$ cat config.mk
export PLATFORM = sky130hd
export DESIGN_NAME = alu_operand_sequencer
export DESIGN_NICKNAME = d
export VERILOG_FILES = /design/src/rtl/alu_operand_sequencer.sv
export SDC_FILE = /design/constraint.sdc
export NUM_CORES = 1
export LEC_CHECK = 0
export ABC_CLOCK_PERIOD_IN_PS = 3900
export CAP_MARGIN = 20
export CORE_MARGIN = 5
export CORE_UTILIZATION = 50
export DETAILED_ROUTE_END_ITERATION = 16
export PLACE_DENSITY = 0.89
export SLEW_MARGIN = 20
export SYNTH_ARGS = -nofsm -noshare
export SYNTH_HDL_FRONTEND = slang
export SYNTH_SLANG_ARGS = --single-unit
$ cat constraint.sdc
create_clock -name clk -period 3.9 [get_ports clk]
set_input_delay 0.78 -clock clk [delete_from_list [all_inputs] [get_ports clk]]
set_output_delay 0.78 -clock clk [all_outputs]
set_load 0.05 [all_outputs]
$ cat src/rtl/alu_operand_sequencer.sv
// Control stage for the 4-bit ALU datapath. The user enters A, B, the
// operation select and the shift amounts from four slide switches, stepping
// with a debounced Enter button and going back with a debounced Back button.
// The block then waits for the ALU outputs to settle and captures the result
// and flags for display.
// Ports:
//   clk, rst                 clock, asynchronous active-high reset
//   Sw[3:0]                  raw slide switches, sampled when a button press is accepted
//   Btn_Enter, Btn_Back      raw bouncy push buttons
//   Alu_Res, Alu_Flags       combinational ALU outputs {Cero, Negativo, C_out, Overflow}
//   A, B, OP, OP_S           registered ALU operands and operation selects
//   Shift_R, Shift_L         registered shift amounts
//   Res_Q, Flags_Q, Valid    captured ALU result, captured flags, capture-valid flag
//   Step                     current state encoding, shown on LEDs
module alu_operand_sequencer #(
  parameter int unsigned DB_CYCLES     = 16,
  parameter int unsigned SETTLE_CYCLES = 2
) (
  input  logic       clk,
  input  logic       rst,
  input  logic [3:0] Sw,
  input  logic       Btn_Enter,
  input  logic       Btn_Back,
  input  logic [3:0] Alu_Res,
  input  logic [3:0] Alu_Flags,
  output logic [3:0] A,
  output logic [3:0] B,
  output logic [1:0] OP,
  output logic [1:0] OP_S,
  output logic [1:0] Shift_R,
  output logic [1:0] Shift_L,
  output logic [3:0] Res_Q,
  output logic [3:0] Flags_Q,
  output logic       Valid,
  output logic [2:0] Step
);

  localparam int unsigned DB_W  = (DB_CYCLES > 2) ? $clog2(DB_CYCLES) : 1;
  localparam int unsigned SET_W = (SETTLE_CYCLES > 2) ? $clog2(SETTLE_CYCLES) : 1;

  typedef enum logic [2:0] {
    S_A    = 3'd0,
    S_B    = 3'd1,
    S_OP   = 3'd2,
    S_SH   = 3'd3,
    S_EXEC = 3'd4,
    S_SHOW = 3'd5
  } state_t;

  // Button conditioning, bit 0 = Enter, bit 1 = Back
  logic [1:0]      btn_raw;
  logic [1:0]      meta_q, sync_q;
  logic [1:0]      cand_q, cand_d;
  logic [1:0]      level_q, level_d;
  logic [1:0]      prev_q;
  logic [DB_W-1:0] db_cnt_q [2];
  logic [DB_W-1:0] db_cnt_d [2];
  logic            enter_pulse_c, back_pulse_c;

  assign btn_raw = {Btn_Back, Btn_Enter};

  // Debounce: any change of the synchronized level restarts the count; a level
  // that stays put long enough becomes the accepted level.
  always_comb begin
    cand_d  = cand_q;
    level_d = level_q;
    for (int i = 0; i < 2; i++) begin
      db_cnt_d[i] = db_cnt_q[i];
      if (sync_q[i] != cand_q[i]) begin
        cand_d[i]   = sync_q[i];
        db_cnt_d[i] = '0;
      end else if (db_cnt_q[i] == DB_W'(DB_CYCLES - 1)) begin
        level_d[i] = cand_q[i];
      end else begin
        db_cnt_d[i] = db_cnt_q[i] + DB_W'(1);
      end
    end
  end

  always_ff @(posedge clk or posedge rst) begin
    if (rst) begin
      meta_q  <= '0;
      sync_q  <= '0;
      cand_q  <= '0;
      level_q <= '0;
      prev_q  <= '0;
      for (int i = 0; i < 2; i++) db_cnt_q[i] <= '0;
    end else begin
      meta_q  <= btn_raw;
      sync_q  <= meta_q;
      cand_q  <= cand_d;
      level_q <= level_d;
      prev_q  <= level_q;
      for (int i = 0; i < 2; i++) db_cnt_q[i] <= db_cnt_d[i];
    end
  end

  // One pulse per accepted rising edge, so holding a button advances once
  assign enter_pulse_c = level_q[0] & ~prev_q[0];
  assign back_pulse_c  = level_q[1] & ~prev_q[1];

  // Sequencer registers
  state_t           state_q, state_d;
  logic [3:0]       a_q, a_d, b_q, b_d;
  logic [1:0]       op_q, op_d, ops_q, ops_d;
  logic [1:0]       sr_q, sr_d, sl_q, sl_d;
  logic [3:0]       res_q, res_d, flags_q, flags_d;
  logic             valid_q, valid_d;
  logic [SET_W-1:0] set_cnt_q, set_cnt_d;

  always_ff @(posedge clk or posedge rst) begin
    if (rst) begin
      state_q   <= S_A;
      a_q       <= '0;
      b_q       <= '0;
      op_q      <= '0;
      ops_q     <= '0;
      sr_q      <= '0;
      sl_q      <= '0;
      res_q     <= '0;
      flags_q   <= '0;
      valid_q   <= 1'b0;
      set_cnt_q <= '0;
    end else begin
      state_q   <= state_d;
      a_q       <= a_d;
      b_q       <= b_d;
      op_q      <= op_d;
      ops_q     <= ops_d;
      sr_q      <= sr_d;
      sl_q      <= sl_d;
      res_q     <= res_d;
      flags_q   <= flags_d;
      valid_q   <= valid_d;
      set_cnt_q <= set_cnt_d;
    end
  end

  // Next-state logic; Back takes priority over a same-cycle Enter
  always_comb begin
    state_d   = state_q;
    a_d       = a_q;
    b_d       = b_q;
    op_d      = op_q;
    ops_d     = ops_q;
    sr_d      = sr_q;
    sl_d      = sl_q;
    res_d     = res_q;
    flags_d   = flags_q;
    valid_d   = valid_q;
    set_cnt_d = set_cnt_q;
    case (state_q)
      S_A: begin
        if (enter_pulse_c && !back_pulse_c) begin
          a_d     = Sw;
          state_d = S_B;
        end
      end
      S_B: begin
        if (back_pulse_c) begin
          state_d = S_A;
        end else if (enter_pulse_c) begin
          b_d     = Sw;
          state_d = S_OP;
        end
      end
      S_OP: begin
        if (back_pulse_c) begin
          state_d = S_B;
        end else if (enter_pulse_c) begin
          op_d    = Sw[1:0];
          ops_d   = Sw[3:2];
          state_d = S_SH;
        end
      end
      S_SH: begin
        if (back_pulse_c) begin
          state_d = S_OP;
        end else if (enter_pulse_c) begin
          sr_d      = Sw[1:0];
          sl_d      = Sw[3:2];
          set_cnt_d = '0;
          state_d   = S_EXEC;
        end
      end
      S_EXEC: begin
        // Capture on the last settle cycle so EXEC lasts SETTLE_CYCLES cycles
        if (set_cnt_q == SET_W'(SETTLE_CYCLES - 1)) begin
          res_d   = Alu_Res;
          flags_d = Alu_Flags;
          valid_d = 1'b1;
          state_d = S_SHOW;
        end else begin
          set_cnt_d = set_cnt_q + SET_W'(1);
        end
      end
      S_SHOW: begin
        if (back_pulse_c) begin
          valid_d = 1'b0;
          state_d = S_SH;
        end else if (enter_pulse_c) begin
          valid_d = 1'b0;
          state_d = S_A;
        end
      end
      default: begin
        valid_d = 1'b0;
        state_d = S_A;
      end
    endcase
  end

  assign A       = a_q;
  assign B       = b_q;
  assign OP      = op_q;
  assign OP_S    = ops_q;
  assign Shift_R = sr_q;
  assign Shift_L = sl_q;
  assign Res_Q   = res_q;
  assign Flags_Q = flags_q;
  assign Valid   = valid_q;
  assign Step    = state_q;

endmodule

==> results.json, run 1 <==
{
  "status": "finished clean",
  "grt_pass1_wl_um": 6470,
  "pin_count": 44,
  "post-place-ws_ps": 1640,
  "cp_slowest_cell": "clkdlybuf4s50_1",
  "cts_buffer_depth": 2,
  "grt_use_total_pct": 16.0,
  "seqPwrFrac_pct": 41.9,
  "vias": 1301,
  "cts_setup_buffers": 0,
  "vias_per_cell": 5.33,
  "required_ps": 3120,
  "critPathCaptureType": "output port",
  "setup_ws_ps": 1300,
  "drive_above_1_share_pct": 20.4,
  "crit_family": "buffers and inverters",
  "wl_per_cell_um": 15.5,
  "fin_skew_ps": 5.54,
  "die_w_um": 72.7,
  "clk_latency_ps": 290,
  "ys.flop_type": "dfrtp_1",
  "synth_top_area_share_pct": 59.8,
  "io_buffers": 43,
  "worst_slew_pin_slew_ps": 943,
  "yosys-top-cells-area": "dfrtp_1 (60%), mux2_2 (14%), nor2_1 (3.1%)",
  "dpl.hpwl_um": 2860,
  "synth_cells": 152,
  "cts_resized": 0,
  "grt_overflow": 0,
  "die_area_sq_um": 5290,
  "tns_ps": 0,
  "crit_arrival_ps": 1820,
  "grt_max_degree": 48,
  "syn_to_final_growth_pct": 27.0,
  "cap_violations": 0,
  "p_switching_w": 0.000650,
  "row_count": 22,
  "setup_viol": 0,
  "ys_ff_latch": 47,
  "gp_congestion": 0.701,
  "fin_util_pct": 66.7,
  "clkPwrFrac_pct": 17.6,
  "n_antenna_cell": 0,
  "drt_iter0_markers": 111,
  "final-hold-violation-count": 0,
  "cpPeakStageDelay_ps": 890,
  "crit_path_start_kind": "flip-flop",
  "syn-num-nets": 170,
  "cts_tree": "yes",
  "path_class": "reg -> out",
  "timing.final.crit_period_ps": 2600,
  "synthArstFlopShare_pct": 100,
  "syn_area_sq_um": 1970,
  "power.density_nw_per_um2": 648,
  "path_clk_slew_ps": 80,
  "leakagePower_nw": 1.14,
  "ys.warnings.count": 0,
  "path_cells": "clkdlybuf4s50_1",
  "dpl_cell_area_sq_um": 2410,
  "cts_buffers": 5,
  "p_int_w": 0.000969,
  "die_h_um": 72.7,
  "max_freq_ghz": 0.385,
  "swShare_pct": 40.2,
  "coreArea_sq_um": 3740,
  "drt_pre_antenna_iters": 4,
  "h-tree-depth": 2,
  "slew_headroom_pct": 37.1,
  "min-delay-path-class": "reg -> reg",
  "drt-total-wl_um": 3790,
  "synth_edf_count": 0,
  "path_max_fanout": 14,
  "p_comb_share_pct": 40.5,
  "rsz0062_at_grt": "false",
  "drcViolationCount": 0,
  "cts.sinks": 47,
  "yosysSeqAreaShare_pct": 59.8,
  "num-nets-final": 214,
  "hold_buffers": 0,
  "grt_pass1_vias": 1344,
  "synth_cell_types": 32,
  "cts_root_buffer": "clkbuf_8",
  "grt_antenna_before_repair": 0,
  "post-route-period-util_pct": 66.6,
  "start_util_pct": 52.5,
  "yosysTopAreaCell": "dfrtp_1",
  "synth.avg_cell_area_sq_um": 12.9,
  "critPathBufInv": 1,
  "drtAntennaViolNets": 0,
  "fin_total_pwr_w": 0.00162,
  "drv_slew": 0,
  "final_cell_area_sq_um": 2500,
  "vdd_drop_max_mv": 0.332
}
==> cell usage after synthesis (2+ instances only) <==
library cell	count
clkbuf_1	2
nor2b_4	2
a21oi_1	2
o21ai_0	4
nor3_1	2
nand2b_1	2
xnor2_1	3
mux2i_1	2
ha_1	2
nand2_1	9
a31oi_1	3
inv_1	2
xor2_1	2
nor2_1	16
nor2_4	2
a211oi_1	2
buf_6	3
mux2_2	25
dfrtp_1	47
a41o_1	2
nand3_1	7
==> cell families after synthesis <==
logic type | share of synthesized area [%]
DFF | 59.8
and+or+nand+nor | 12.7
muxes | 15.3
AOI/OAI and AO/OA | 5.98
buffers and inverters | 2.74
xor gates and xnor gates | 2.23
adders and majority gates | 1.27
==> layer usage <==
metal | vias to the layer above | share of wire (%) | GRT usage [%]
met5 | - | 0 | 0
met4 | 0 | 0.63 | 5.53
met3 | 2 | 4.5 | 5.65
met2 | 28 | 55 | 28.0
met1 | 654 | 39 | 18.1
li1 | 617 | - | -
==> power groups by stage <==
stage                     sequential [W]  combinational (W)  clock [W]
after global routing            0.000694           0.000685   0.000316
after CTS                       0.000676           0.000663   0.000294
after global placement          0.000675           0.000646          0
after detailed placement        0.000686           0.000661          0
after floorplan                 0.000964           0.000144          0
final                           0.000678           0.000656   0.000285
==> cell type report <==
type	count	area, sq um
multi-input combinational	97	737
timing repair buffer	43	430
clock inverter	1	5.00
fill	281	1240
clock buffer	6	82.6
inverter	2	7.51
sequential	47	1180
tap	48	60.1
==> sequential cells by signal, indices dropped and copies added (netlist names), 3 cells and up <==
name	count
A	4
B	4
Flags_Q	4
Res_Q	4
Step	3
db_cnt_q	8
==> through the flow <==
step | cells | hold WS (ps)
global placement | 237 | 335
detailed placement | 237 | 340
finish | 244 | 355
CTS | 244 | 358
floorplan | 152 | 331
global route | 244 | 358
==> final timing paths <==
path | endpoint | slack (ps) | from | cells past startpoint
worst max-delay path | Step[0] | 1300 | Step[0] | 1
worst min-delay path | sync_q[1] | 360 | meta_q[1] | 0
worst max register to register | Flags_Q[1] | 2180 | Step[2] | 3
worst min register to register | sync_q[1] | 360 | meta_q[1] | 0
max in group asynchronous | A[3] | 2300 | rst | 2
min in group asynchronous | Res_Q[0] | 1020 | rst | 2
==> cells in the final DEF, fill, tap and decap left out, drive strengths merged, types with 3 or more instances in the layout <==
master / netlist / layout
dfrtp: 47 / 47
clkdlybuf4s50: 0 / 43
mux2: 25 / 25
nor2: 18 / 18
nand2: 9 / 9
nand3: 7 / 7
clkbuf: 2 / 6
o21ai: 4 / 4
a31oi: 3 / 3
xnor2: 3 / 3
Note: power is estimated with default switching activity, not from simulation.
==> run 2: changes to the inputs <==
--- a/config.mk
+++ b/config.mk
@@ -5,12 +5,12 @@
 export SDC_FILE = /design/constraint.sdc
 export NUM_CORES = 1
 export LEC_CHECK = 0
-export ABC_CLOCK_PERIOD_IN_PS = 3900
+export ABC_CLOCK_PERIOD_IN_PS = 2200
 export CAP_MARGIN = 20
 export CORE_MARGIN = 5
-export CORE_UTILIZATION = 50
+export CORE_UTILIZATION = 45
 export DETAILED_ROUTE_END_ITERATION = 16
-export PLACE_DENSITY = 0.89
+export PLACE_DENSITY = 0.85
 export SLEW_MARGIN = 20
 export SYNTH_ARGS = -nofsm -noshare
 export SYNTH_HDL_FRONTEND = slang
==> constraint.sdc (replaced) <==
create_clock -name clk -period 2.2 [get_ports clk]
set_input_delay 0.44 -clock clk [delete_from_list [all_inputs] [get_ports clk]]
set_output_delay 0.44 -clock clk [all_outputs]
set_load 0.05 [all_outputs]
==> run 2 against run 1 <==
  * Sequential cell count stayed put
  * Largest cell class unchanged
  * Highest routed layer unchanged
  * Register-to-register slack worse by 1700 ps
  * Clock power is 95% higher
  * Core utilization is 7.5 points lower
==> results.json, run 2 (same netlist as run 1, synthesis figures left out) <==
{
  "slew_headroom_pct": 65.5,
  "num-nets-final": 216,
  "drive_above_1_share_pct": 21.6,
  "hold_buffers": 0,
  "status": "finished clean",
  "holdPathStages": 0,
  "fin_total_pwr_w": 0.00291,
  "largest_reg_flops": 8,
  "n_antenna_cell": 0,
  "wl_per_cell_um": 14.9,
  "cts_tree": "yes",
  "fin_util_pct": 59.2,
  "vias_per_cell": 5.25,
  "cts_buffers": 5,
  "regMostFlops": "db_cnt_q",
  "cts_setup_buffers": 0,
  "drcViolationCount": 0,
  "vdd_drop_max_mv": 0.633,
  "grt_max_degree": 22,
  "drt_iter0_markers": 35,
  "rrSetupSlack_ps": 510,
  "drtAntennaViolNets": 0,
  "coreArea_sq_um": 4290,
  "row_count": 24,
  "crit_path_start_kind": "flip-flop",
  "final_common_cell": "dfrtp_1",
  "path_max_fanout": 7,
  "fin_skew_ps": 4.70,
  "tns_ps": 0,
  "dpl.hpwl_um": 2690,
  "worst_slew_pin_slew_ps": 516,
  "final-hold-violation-count": 0,
  "start_util_pct": 45.8,
  "r2r_cells": 3,
  "critPathBufInv": 1,
  "syn_to_final_growth_pct": 29.3,
  "path_clk_slew_ps": 80,
  "gp_congestion": 0.835,
  "crit_arrival_ps": 1680,
  "max_freq_ghz": 0.473,
  "cp_slowest_cell": "clkdlybuf4s50_1",
  "die_w_um": 76.1,
  "drt_pre_antenna_iters": 4,
  "rsz0062_at_grt": "false",
  "grt_antenna_before_repair": 0,
  "clk_latency_ps": 290,
  "critPathCaptureType": "output port",
  "leakagePower_nw": 1.18,
  "path_cells": "clkdlybuf4s50_1",
  "post-route-period-util_pct": 96.2,
  "crit_family": "buffers and inverters",
  "path_class": "reg -> out",
  "required_ps": 1760,
  "grt_overflow": 0,
  "pin_count": 44,
  "cap_violations": 0,
  "cts.sinks": 47,
  "cts_root_buffer": "clkbuf_8",
  "grt_pass1_wl_um": 6640,
  "die_h_um": 76.1,
  "power.density_nw_per_um2": 1140,
  "min-delay-path-class": "reg -> reg",
  "layoutNonFillerInstCount": 251,
  "vias": 1317,
  "cts_buffer_depth": 2,
  "drv_slew": 0,
  "die_area_sq_um": 5790,
  "setup_viol": 0,
  "cpPeakStageDelay_ps": 860,
  "timing.final.crit_period_ps": 2120,
  "most-common-layout-cells": "dfrtp_1 (47), clkdlybuf4s50_1 (41), mux2_2 (25), nor2_1 (16), nand2_1 (9)",
  "dp_cells": 243,
  "grt_use_total_pct": 14.1,
  "cp.depth": 1,
  "grt_pass1_vias": 1319,
  "drt-total-wl_um": 3750,
  "h-tree-depth": 2,
  "io_buffers": 43
}
==> run 2: area by class of cell <==
cell class                 count  area [sq um]
multi-input combinational     97           737
fill                         355          1750
timing repair buffer          45           458
clock buffer                   8           100
inverter                       2          7.51
tap                           52          65.1
sequential                    47          1180
==> run 2: final timing paths <==
check,startpoint,endpoint
hold reg to reg,meta_q[0],sync_q[0]
min in group asynchronous,rst,db_cnt_q[0]
hold / removal,meta_q[0],sync_q[0]
setup / recovery,Step[1],Step[1]
max in group asynchronous,rst,Step[1]
setup reg to reg,Step[2],Flags_Q[2]
==> run 2: what timing repair did <==
action,CTS,global route
resized for setup,0,1
endpoints found under the hold margin,0,0
endpoints found under the setup margin,0,1
==> run 2: stage by stage <==
stage / cell area [sq um] / setup WS (ps) / hold slack, ps
floorplan: 1970 / 467 / 331
global placement: 2440 / 395 / 336
detailed placement: 2440 / 369 / 335
CTS: 2540 / 33.8 / 353
global route: 2540 / 41.5 / 361
finish: 2540 / 84.1 / 352
==> run 2: power breakdown <==
part	total (W)	switching, W	internal [W]
registers	0.00120	0.000154	0.00104
clock network	0.000556	0.000269	0.000287
logic	0.00116	0.000727	0.000430
==> run 2: routing by layer <==
layer / global-route usage [%] / routed length (um)
met4: 6.29 / 76
met1: 18.1 / 1690
met2: 22.8 / 1840
met5: 0 / 0
met3: 3.07 / 138
